`config.mk`:
```
export PLATFORM = sky130hd
export DESIGN_NAME = mem_tile_seq
export DESIGN_NICKNAME = d
export VERILOG_FILES = /design/src/rtl/mem_tile_seq.sv
export SDC_FILE = /design/constraint.sdc
export NUM_CORES = 1
export LEC_CHECK = 0
export ABC_AREA = 1
export CAP_MARGIN = 20
export CORE_MARGIN = 4
export CORE_UTILIZATION = 43
export CTS_BUF_LIST = sky130_fd_sc_hd__clkbuf_16
export CTS_CLUSTER_DIAMETER = 40
export CTS_CLUSTER_SIZE = 10
export DETAILED_ROUTE_END_ITERATION = 6
export HOLD_SLACK_MARGIN = 0.15
export MAX_ROUTING_LAYER = met4
export PLACE_DENSITY = 0.84
export SETUP_SLACK_MARGIN = 0.05
export SYNTH_ARGS = -nofsm -noshare
export SYNTH_HDL_FRONTEND = slang
export SYNTH_SLANG_ARGS = --single-unit
```
`constraint.sdc`:
```
create_clock -name clk -period 5 [get_ports clk]
set_input_delay 0.5 -clock clk [delete_from_list [all_inputs] [get_ports clk]]
set_output_delay 0.5 -clock clk [all_outputs]
set_load 0.02 [all_outputs]
```
`src/rtl/mem_tile_seq.sv`:
```
// Load/store sequencer in front of the tile memory: range/alignment check, strobe timing, OWORD split.
// Latency: 4 cycles to response (7 for OWORD, 1 for faults); reqReady only in IDLE, response held until rspReady.
module mem_tile_seq #(
  parameter int          TILE_BITS = 14,
  parameter logic [47:0] TILE_BASE = 48'h0
) (
  input  logic         clk,
  input  logic         nReset,
  input  logic         reqValid,
  output logic         reqReady,
  input  logic         reqWr,
  input  logic [2:0]   reqMode,
  input  logic [47:0]  reqAddr,
  input  logic [127:0] reqData,
  output logic         rspValid,
  input  logic         rspReady,
  output logic [127:0] rspData,
  output logic         rspFault,
  output logic         opRd,
  output logic         opWr,
  output logic [2:0]   opMode,
  output logic [47:0]  memAddr,
  output logic [63:0]  wrValue,
  input  logic [63:0]  rdValue
);

  localparam logic [2:0] M_NONE  = 3'd0;
  localparam logic [2:0] M_BYTE  = 3'd1;
  localparam logic [2:0] M_WORD  = 3'd2;
  localparam logic [2:0] M_DWORD = 3'd3;
  localparam logic [2:0] M_QWORD = 3'd4;
  localparam logic [2:0] M_OWORD = 3'd5;
  localparam logic [2:0] M_UBYTE = 3'd6;
  localparam logic [2:0] M_UWORD = 3'd7;

  typedef enum logic [2:0] {S_IDLE, S_SETUP, S_STROBE, S_HOLD, S_RESP} state_t;

  state_t      state;
  logic        phase;
  logic        wr_q;
  logic        oword_q;
  logic [47:0] addr_q;
  logic [63:0] data_hi_q;

  logic [4:0]           acc_size;
  logic [TILE_BITS:0]   end_off;
  logic                 base_miss;
  logic                 misalign;
  logic                 req_fault;

  always_comb begin
    acc_size = 5'd0;
    case (reqMode)
      M_BYTE, M_UBYTE: acc_size = 5'd1;
      M_WORD, M_UWORD: acc_size = 5'd2;
      M_DWORD:         acc_size = 5'd4;
      M_QWORD:         acc_size = 5'd8;
      M_OWORD:         acc_size = 5'd16;
      default:         acc_size = 5'd0;
    endcase
  end

  // An end offset of exactly 2^TILE_BITS is rejected too: its word index would
  // be one past the tile and must never wrap back to word 0.
  assign end_off   = {1'b0, reqAddr[TILE_BITS-1:0]} + {{(TILE_BITS-4){1'b0}}, acc_size};
  assign base_miss = reqAddr[47:TILE_BITS] != TILE_BASE[47:TILE_BITS];
  assign misalign  = ((reqMode == M_QWORD) || (reqMode == M_OWORD)) && (reqAddr[1:0] != 2'b00);
  assign req_fault = (reqMode == M_NONE) || base_miss || misalign || end_off[TILE_BITS];

  always_ff @(posedge clk or negedge nReset) begin
    if (!nReset) begin
      state     <= S_IDLE;
      phase     <= 1'b0;
      wr_q      <= 1'b0;
      oword_q   <= 1'b0;
      addr_q    <= '0;
      data_hi_q <= '0;
      reqReady  <= 1'b1;
      rspValid  <= 1'b0;
      rspFault  <= 1'b0;
      rspData   <= '0;
      opRd      <= 1'b0;
      opWr      <= 1'b0;
      opMode    <= '0;
      memAddr   <= '0;
      wrValue   <= '0;
    end else begin
      case (state)
        S_IDLE: begin
          if (reqValid) begin
            reqReady  <= 1'b0;
            rspData   <= '0;
            wr_q      <= reqWr;
            oword_q   <= (reqMode == M_OWORD);
            addr_q    <= reqAddr;
            data_hi_q <= reqData[127:64];
            if (req_fault) begin
              rspFault <= 1'b1;
              rspValid <= 1'b1;
              state    <= S_RESP;
            end else begin
              rspFault <= 1'b0;
              phase    <= 1'b0;
              memAddr  <= reqAddr;
              opMode   <= (reqMode == M_OWORD) ? M_QWORD : reqMode;
              wrValue  <= reqData[63:0];
              state    <= S_SETUP;
            end
          end
        end
        S_SETUP: begin
          opRd  <= !wr_q;
          opWr  <= wr_q;
          state <= S_STROBE;
        end
        S_STROBE: begin
          opRd  <= 1'b0;
          opWr  <= 1'b0;
          state <= S_HOLD;
        end
        S_HOLD: begin
          if (!wr_q) begin
            if (phase) rspData[127:64] <= rdValue;
            else       rspData[63:0]   <= rdValue;
          end
          if (oword_q && !phase) begin
            phase   <= 1'b1;
            memAddr <= addr_q + 48'd8;
            wrValue <= data_hi_q;
            state   <= S_SETUP;
          end else begin
            rspValid <= 1'b1;
            state    <= S_RESP;
          end
        end
        S_RESP: begin
          if (rspReady) begin
            rspValid <= 1'b0;
            reqReady <= 1'b1;
            state    <= S_IDLE;
          end
        end
        default: state <= S_IDLE;
      endcase
    end
  end

endmodule

```
After elaboration in Yosys (flattened, before gate mapping)
Index checks and enable logic that the tools add are counted.
W data, S select, Z words.
{"block": "word_totals", "inputBits": 248, "word_cells": 100, "ff_bits": 366}
{"block": "classes", "n_eq_ne": 20, "n_reduce_logical": 26, "n_mux": 35, "bitwise": 1, "addsub": 2}
{"operator": "$mux W64", "n": 5}
{"operator": "$mux W128", "n": 2}
{"operator": "$pmux W128 S2", "n": 1}
{"operator": "$mux W48", "n": 3}
{"operator": "$pmux W64 S2", "n": 1}
{"operator": "$pmux W48 S2", "n": 1}
{"operator": "$add A48 B4 Y48 const B", "n": 1}
{"operator": "$reduce_bool A34 Y1", "n": 1}
{"operator": "$pmux W5 S5", "n": 1}
{"operator": "$ne A2 B2 Y1 const B", "n": 9}
{"operator": "$add A14 B5 Y15", "n": 1}
{"operator": "$eq A3 B3 Y1 const B", "n": 5}
{"operator": "$mux W3", "n": 5}
{"operator": "$pmux W3 S5", "n": 1}
{"operator": "$eq A3 B2 Y1 const B", "n": 4}
{"operator": "$reduce_and A4 Y1", "n": 3}
{"operator": "$mux W1", "n": 10}
{"operator": "$pmux W1 S2", "n": 4}
{"operator": "$reduce_bool A2 Y1", "n": 4}
{"operator": "$eq A3 B1 Y1 const B", "n": 2}
{"operator": "$logic_not A3 Y1", "n": 2}
{"operator": "$reduce_and A3 Y1", "n": 2}
{"operator": "$reduce_and A5 Y1", "n": 1}
{"operator": "$logic_or A1 B1 Y1", "n": 4}
{"operator": "7 further kinds", "n": 11}

Depth between registers and ports, before layout
{"block": "logic_depth", "ltp_word": 8, "mapped_depth": 18}

Least setup slack after synthesis
Ideal clock, no wire load.
{"block": "synth_path", "path_kind": "input to register", "startpoint": "in reqMode[2]", "endpoint": "reg wrValue[11]", "required_ns": 4.933, "t_arrival_ns": 2.107, "setup_slack_ns": 2.826, "path_stages": 13, "path_cell_list": "inv_1 -> nor3_1 -> ha_1 -> a21o_1 -> a21oi_1 -> nand2_1 -> nand2_1 -> nand2_1 -> nand2_1 -> buf_2 -> buf_1 -> nand4_1 -> nand2_1"}
{"block": "synth_between", "elab_chain_len": 7, "elab_cells_between_ends": 19}
{"item": "from (decl)", "line_no": "12", "text": "input logic [2:0] reqMode,"}
{"item": "$eq A3 B2 Y1 (tied with other cells)", "line_no": "53", "text": "case (reqMode)"}
{"item": "$reduce_or A2 Y1 or $logic_or A1 B1 Y1 (tied branches)", "line_no": "53, 67"}
{"item": "$pmux W5 S5 or $logic_and A1 B1 Y1 (tied branches)", "line_no": "53, 67"}
{"item": "$add A14 B5 Y15 or $logic_or A1 B1 Y1 (tied branches)", "line_no": "65, 68"}
{"item": "$logic_or A1 B1 Y1 (*)", "line_no": "68", "text": "assign req_fault = (reqMode == M_NONE) || base_miss || misalign || end_off[TILE_BITS];"}
{"item": "$ne A2 B2 Y1 (no line) (*)"}
{"item": "$reduce_and A4 Y1 (no line) (*)"}
{"item": "to (signal assigned)", "line_no": "106", "text": "wrValue <= reqData[63:0];"}
{"item": "to (signal assigned)", "line_no": "129", "text": "wrValue <= data_hi_q;"}
{"item": "to (decl)", "line_no": "23", "text": "output logic [63:0] wrValue,"}
Mark *: on every way between the ends. The rest lies on a longest branch, timed or not.
A chain may end at the register's enable or synchronous reset.

Worst setup path in the final report
{"block": "layout_path", "startpoint": "reg state[1]", "endpoint": "reg rspData[119]"}
{"block": "layout_between", "elab_chain_len": 3, "elab_cells_between_ends": 8}
{"item": "from (decl)", "line_no": "38", "text": "state_t state;"}
{"item": "from (signal assigned)", "line_no": "72", "text": "state <= S_IDLE;"}
{"item": "from (signal assigned)", "line_no": "100", "text": "state <= S_RESP;"}
{"item": "from (signal assigned)", "line_no": "107", "text": "state <= S_SETUP;"}
{"item": "$eq A3 B2 Y1 or $logic_not A3 Y1 (tied branches)", "line_no": "88", "text": "case (state)"}
{"item": "$ne A2 B2 Y1 (no line) or $reduce_bool A2 Y1 (tied branches)"}
{"item": "$reduce_and A4 Y1 (no line)"}
{"item": "to (signal assigned)", "line_no": "123", "text": "if (phase) rspData[127:64] <= rdValue;"}
{"item": "to (decl)", "line_no": "17", "text": "output logic [127:0] rspData,"}
Parallel ways exist; a longest one is shown, timed or not.

==> impl_metrics.json <==
{
  "switching_share_pct": 36.35,
  "finalSetupViolCount": 0,
  "antenna_found_initial": 1,
  "slew_headroom_pct": 23.90,
  "powerDensity_nw_per_um2": 495.8,
  "clkSlewWorstSetupHoldPaths_ns": 0.05,
  "power_frac_comb_pct": 30.8,
  "p_leak_nw": 12.02,
  "clock-sinks": 366,
  "grt_overflow_total": 0,
  "pre_cts_ws_ns": 1.479,
  "clk_latency_ns": 0.60,
  "whs_endpoint": "data_hi_q[0]",
  "ys_async_sr_fraction_pct": 100.0,
  "dieArea_um2": 43560,
  "clockPowerShare_pct": 32.2,
  "final_util_pct": 61.76,
  "cts_buffer_depth": 3,
  "place_congestion": 0.9605,
  "start_kind": "register",
  "path_class": "register to register",
  "synth.distinct_cells": 34,
  "rr_worst_depth": 8,
  "vias_per_cell": 5.196,
  "wl_per_cell_um": 18.77,
  "multiInputGateArea_um2": 6974,
  "crit_required_ns": 5.50,
  "maxCapViolCount": 0,
  "finalHoldViolations": 0,
  "grt_max_degree": 125,
  "fin_setup_tns_ns": 0,
  "synth_seq_cells": 366,
  "ys_seq_area_share_pct": 52.89,
  "avgSynthCellArea_um2": 7.876,
  "die_w_um": 208.7,
  "hp-class": "input pin to register",
  "syn_to_final_growth_pct": 42.00,
  "drc": 1,
  "fin_crit_sh_pct": 60.12,
  "initialDrtViolationCount": 1417,
  "clockRootBuffer": "clkbuf_16",
  "port_buffers": 495,
  "ys.flop_type": "dfrtp_1",
  "max_clock_freq_mhz": 332.6,
  "worst_slack_ns": 1.994,
  "first_pass_iters": 7,
  "dieHeight_um": 208.7,
  "grt_first_pass_wirelength_mm": 94.18,
  "endpoint_kind": "register",
  "hpwl_mm": 42.46,
  "postRouteWirelength_mm": 60.37,
  "cp_data_arrival_time_ns": 3.50,
  "violations": "DRC",
  "cts_tree": "built",
  "cts-buffers-inserted": 58,
  "synthCells": 2199,
  "grt_pass1_vias": 17000,
  "netlist_area_um2": 17320,
  "status": "finished with violations",
  "coreArea_um2": 39820,
  "grtUsageTotal_pct": 27.65,
  "period_needed_ns": 3.006,
  "synth_edf_count": 0,
  "synth_nets": 2452,
  "ant_nets": 0,
  "via_count": 16710,
  "nFillCells": 3242,
  "slew_violations": 0,
  "pwr-share-seq_pct": 37.0,
  "rows": 73,
  "ctsHtreeMaxLevel": 2,
  "start_util_pct": 43.49,
  "hp-start": "reqData[64]",
  "finClkSkew_ns": 0.01961,
  "pin_count": 496,
  "vdd_drop_max_mv": 0.3750,
  "post_cts_resized": 0,
  "r2r-start": "state[1]",
  "seq_area_um2": 9160,
  "drive_gt1_share_pct": 5.465,
  "cp_max_fo": 97,
  "fin_nets": 2908,
  "worst_pin_slew_ns": 1.142,
  "ff2ff_setup_slack_ns": 1.99,
  "yosysWarnings": 0,
  "r2r-end": "rspData[119]",
  "intPower_w": 0.007763,
  "p_switching_w": 0.004433,
  "whs_path_depth": 3,
  "rsz0062_at_grt": "false"
}
==> Yosys cell counts (2+ instances only) <==
cell	instances	area share (%)
inv_1	198	4.3
xnor2_1	11	0.56
nand2_1	937	20
nor3_1	11	0.32
dfrtp_1	365	53
o41ai_1	2	0.10
o21bai_1	2	0.087
buf_4	6	0.26
o21ai_0	130	3.8
ha_1	5	0.36
buf_2	25	0.72
nand3_1	65	1.9
or2_2	4	0.14
mux2_2	22	1.4
xor2_1	9	0.46
a21oi_1	5	0.14
buf_1	8	0.17
clkbuf_1	78	1.7
o22ai_1	3	0.11
mux2_1	42	2.7
nand4_1	98	3.5
nor2_1	157	3.4
nor2_2	2	0.072
nand3b_1	4	0.17
==> sequential cells by signal (all words and copies together) (netlist names), 3 cells and up <==
register   flops
opMode         3
rspData      128
wrValue       64
addr_q        48
data_hi_q     64
state          3
memAddr       48
==> worst max path at each step <==
stage                        end  startpoint  cells past startpoint  slack (ns)
floorplan            wrValue[11]  reqMode[2]                     13        2.83
global placement      memAddr[7]  reqMode[2]                     13        1.64
detailed placement   memAddr[18]  reqMode[2]                     13        1.48
CTS                 rspData[119]    state[0]                      9        1.68
global route        rspData[119]    state[1]                      8        1.69
finish              rspData[119]    state[1]                      8        1.99
==> per-stage QoR <==
| step | power, W | std cells | instance area, um^2 | hold WS (ns) |
|---|---|---|---|---|
| 6_report | 0.01220 | 3216 | 24590 | 0.4328 |
| 5_1_grt | 0.01287 | 3216 | 24590 | 0.4103 |
| 4_1_cts | 0.01228 | 3214 | 24560 | 0.3962 |
| 3_5_place_dp | 0.008269 | 3118 | 22670 | 0.4576 |
| 3_3_place_gp | 0.008186 | 3118 | 22670 | 0.4466 |
| 2_1_floorplan | 0.006496 | 2199 | 17320 | 0.2044 |
==> per-layer routing <==
| layer | up-vias | track usage [%] | wire length, um |
|---|---|---|---|
| met1 | 7913 | 33.52 | 23620 |
| li1 | 7838 | - | - |
| met5 | - | - | 0 |
| met3 | 154 | 5.855 | 4907 |
| met2 | 806 | 45.34 | 29020 |
| met4 | 0 | 11.30 | 2826 |
==> worst max-delay path: stages (launching register included) <==
cell and delay (ns):
dfrtp_1 0.40, nor2_2 0.23, inv_1 0.12, nor2_2 0.37, nand2_4 0.36, a21oi_4 0.76
buf_12 0.37, nand2_1 0.11, o21ai_0 0.13
==> power groups by stage <==
stage,Clock (W),Sequential [W],Combinational (W)
finish,0.00393,0.00451,0.00376
global route,0.00414,0.00461,0.00411
CTS,0.00400,0.00449,0.00378
detailed placement,0,0.00451,0.00376
global placement,0,0.00450,0.00369
floorplan,0,0.00478,0.00171
==> cells in the final DEF (no fill, tap or decap), types with 9 or more instances in the layout <==
| cell | instances |
|---|---|
| mux2_2 | 22 |
| xnor2_1 | 11 |
| xor2_1 | 9 |
| dfrtp_1 | 365 |
| nand3_1 | 64 |
| nand4_1 | 98 |
| inv_1 | 199 |
| nand2_1 | 934 |
| clkdlybuf4s50_1 | 494 |
| mux2_1 | 42 |
| buf_4 | 12 |
| inv_6 | 11 |
| clkbuf_16 | 59 |
| nor2_1 | 156 |
| o21ai_0 | 130 |
| nor3_1 | 11 |
==> logic make-up after synthesis <==
group,count (synthesis),synth area share (%)
adders and majority gates,5,0.3612
muxes,64,4.161
buffers and inverters,316,7.159
AOI/OAI and AO/OA,148,4.515
xor gates and xnor gates,20,1.011
DFF,366,52.89
and+or+nand+nor,1280,29.91
==> layout make-up <==
type                       count  area share, %
inverter                     199          3.047
clock buffer                  59          6.003
sequential                   366          37.24
tap                          525          2.671
clock inverter                36          1.658
multi-input combinational   1517          28.36
antenna                        1        0.01017
timing repair buffer         513          21.01
==> timing repair <==
| action | CTS | global route |
|---|---|---|
| buffers inserted | 0 | 0 |
| hold buffers | 1 | 0 |
| endpoints found under the hold margin | 120 | 0 |
Note: power is estimated with default switching activity, not from simulation.
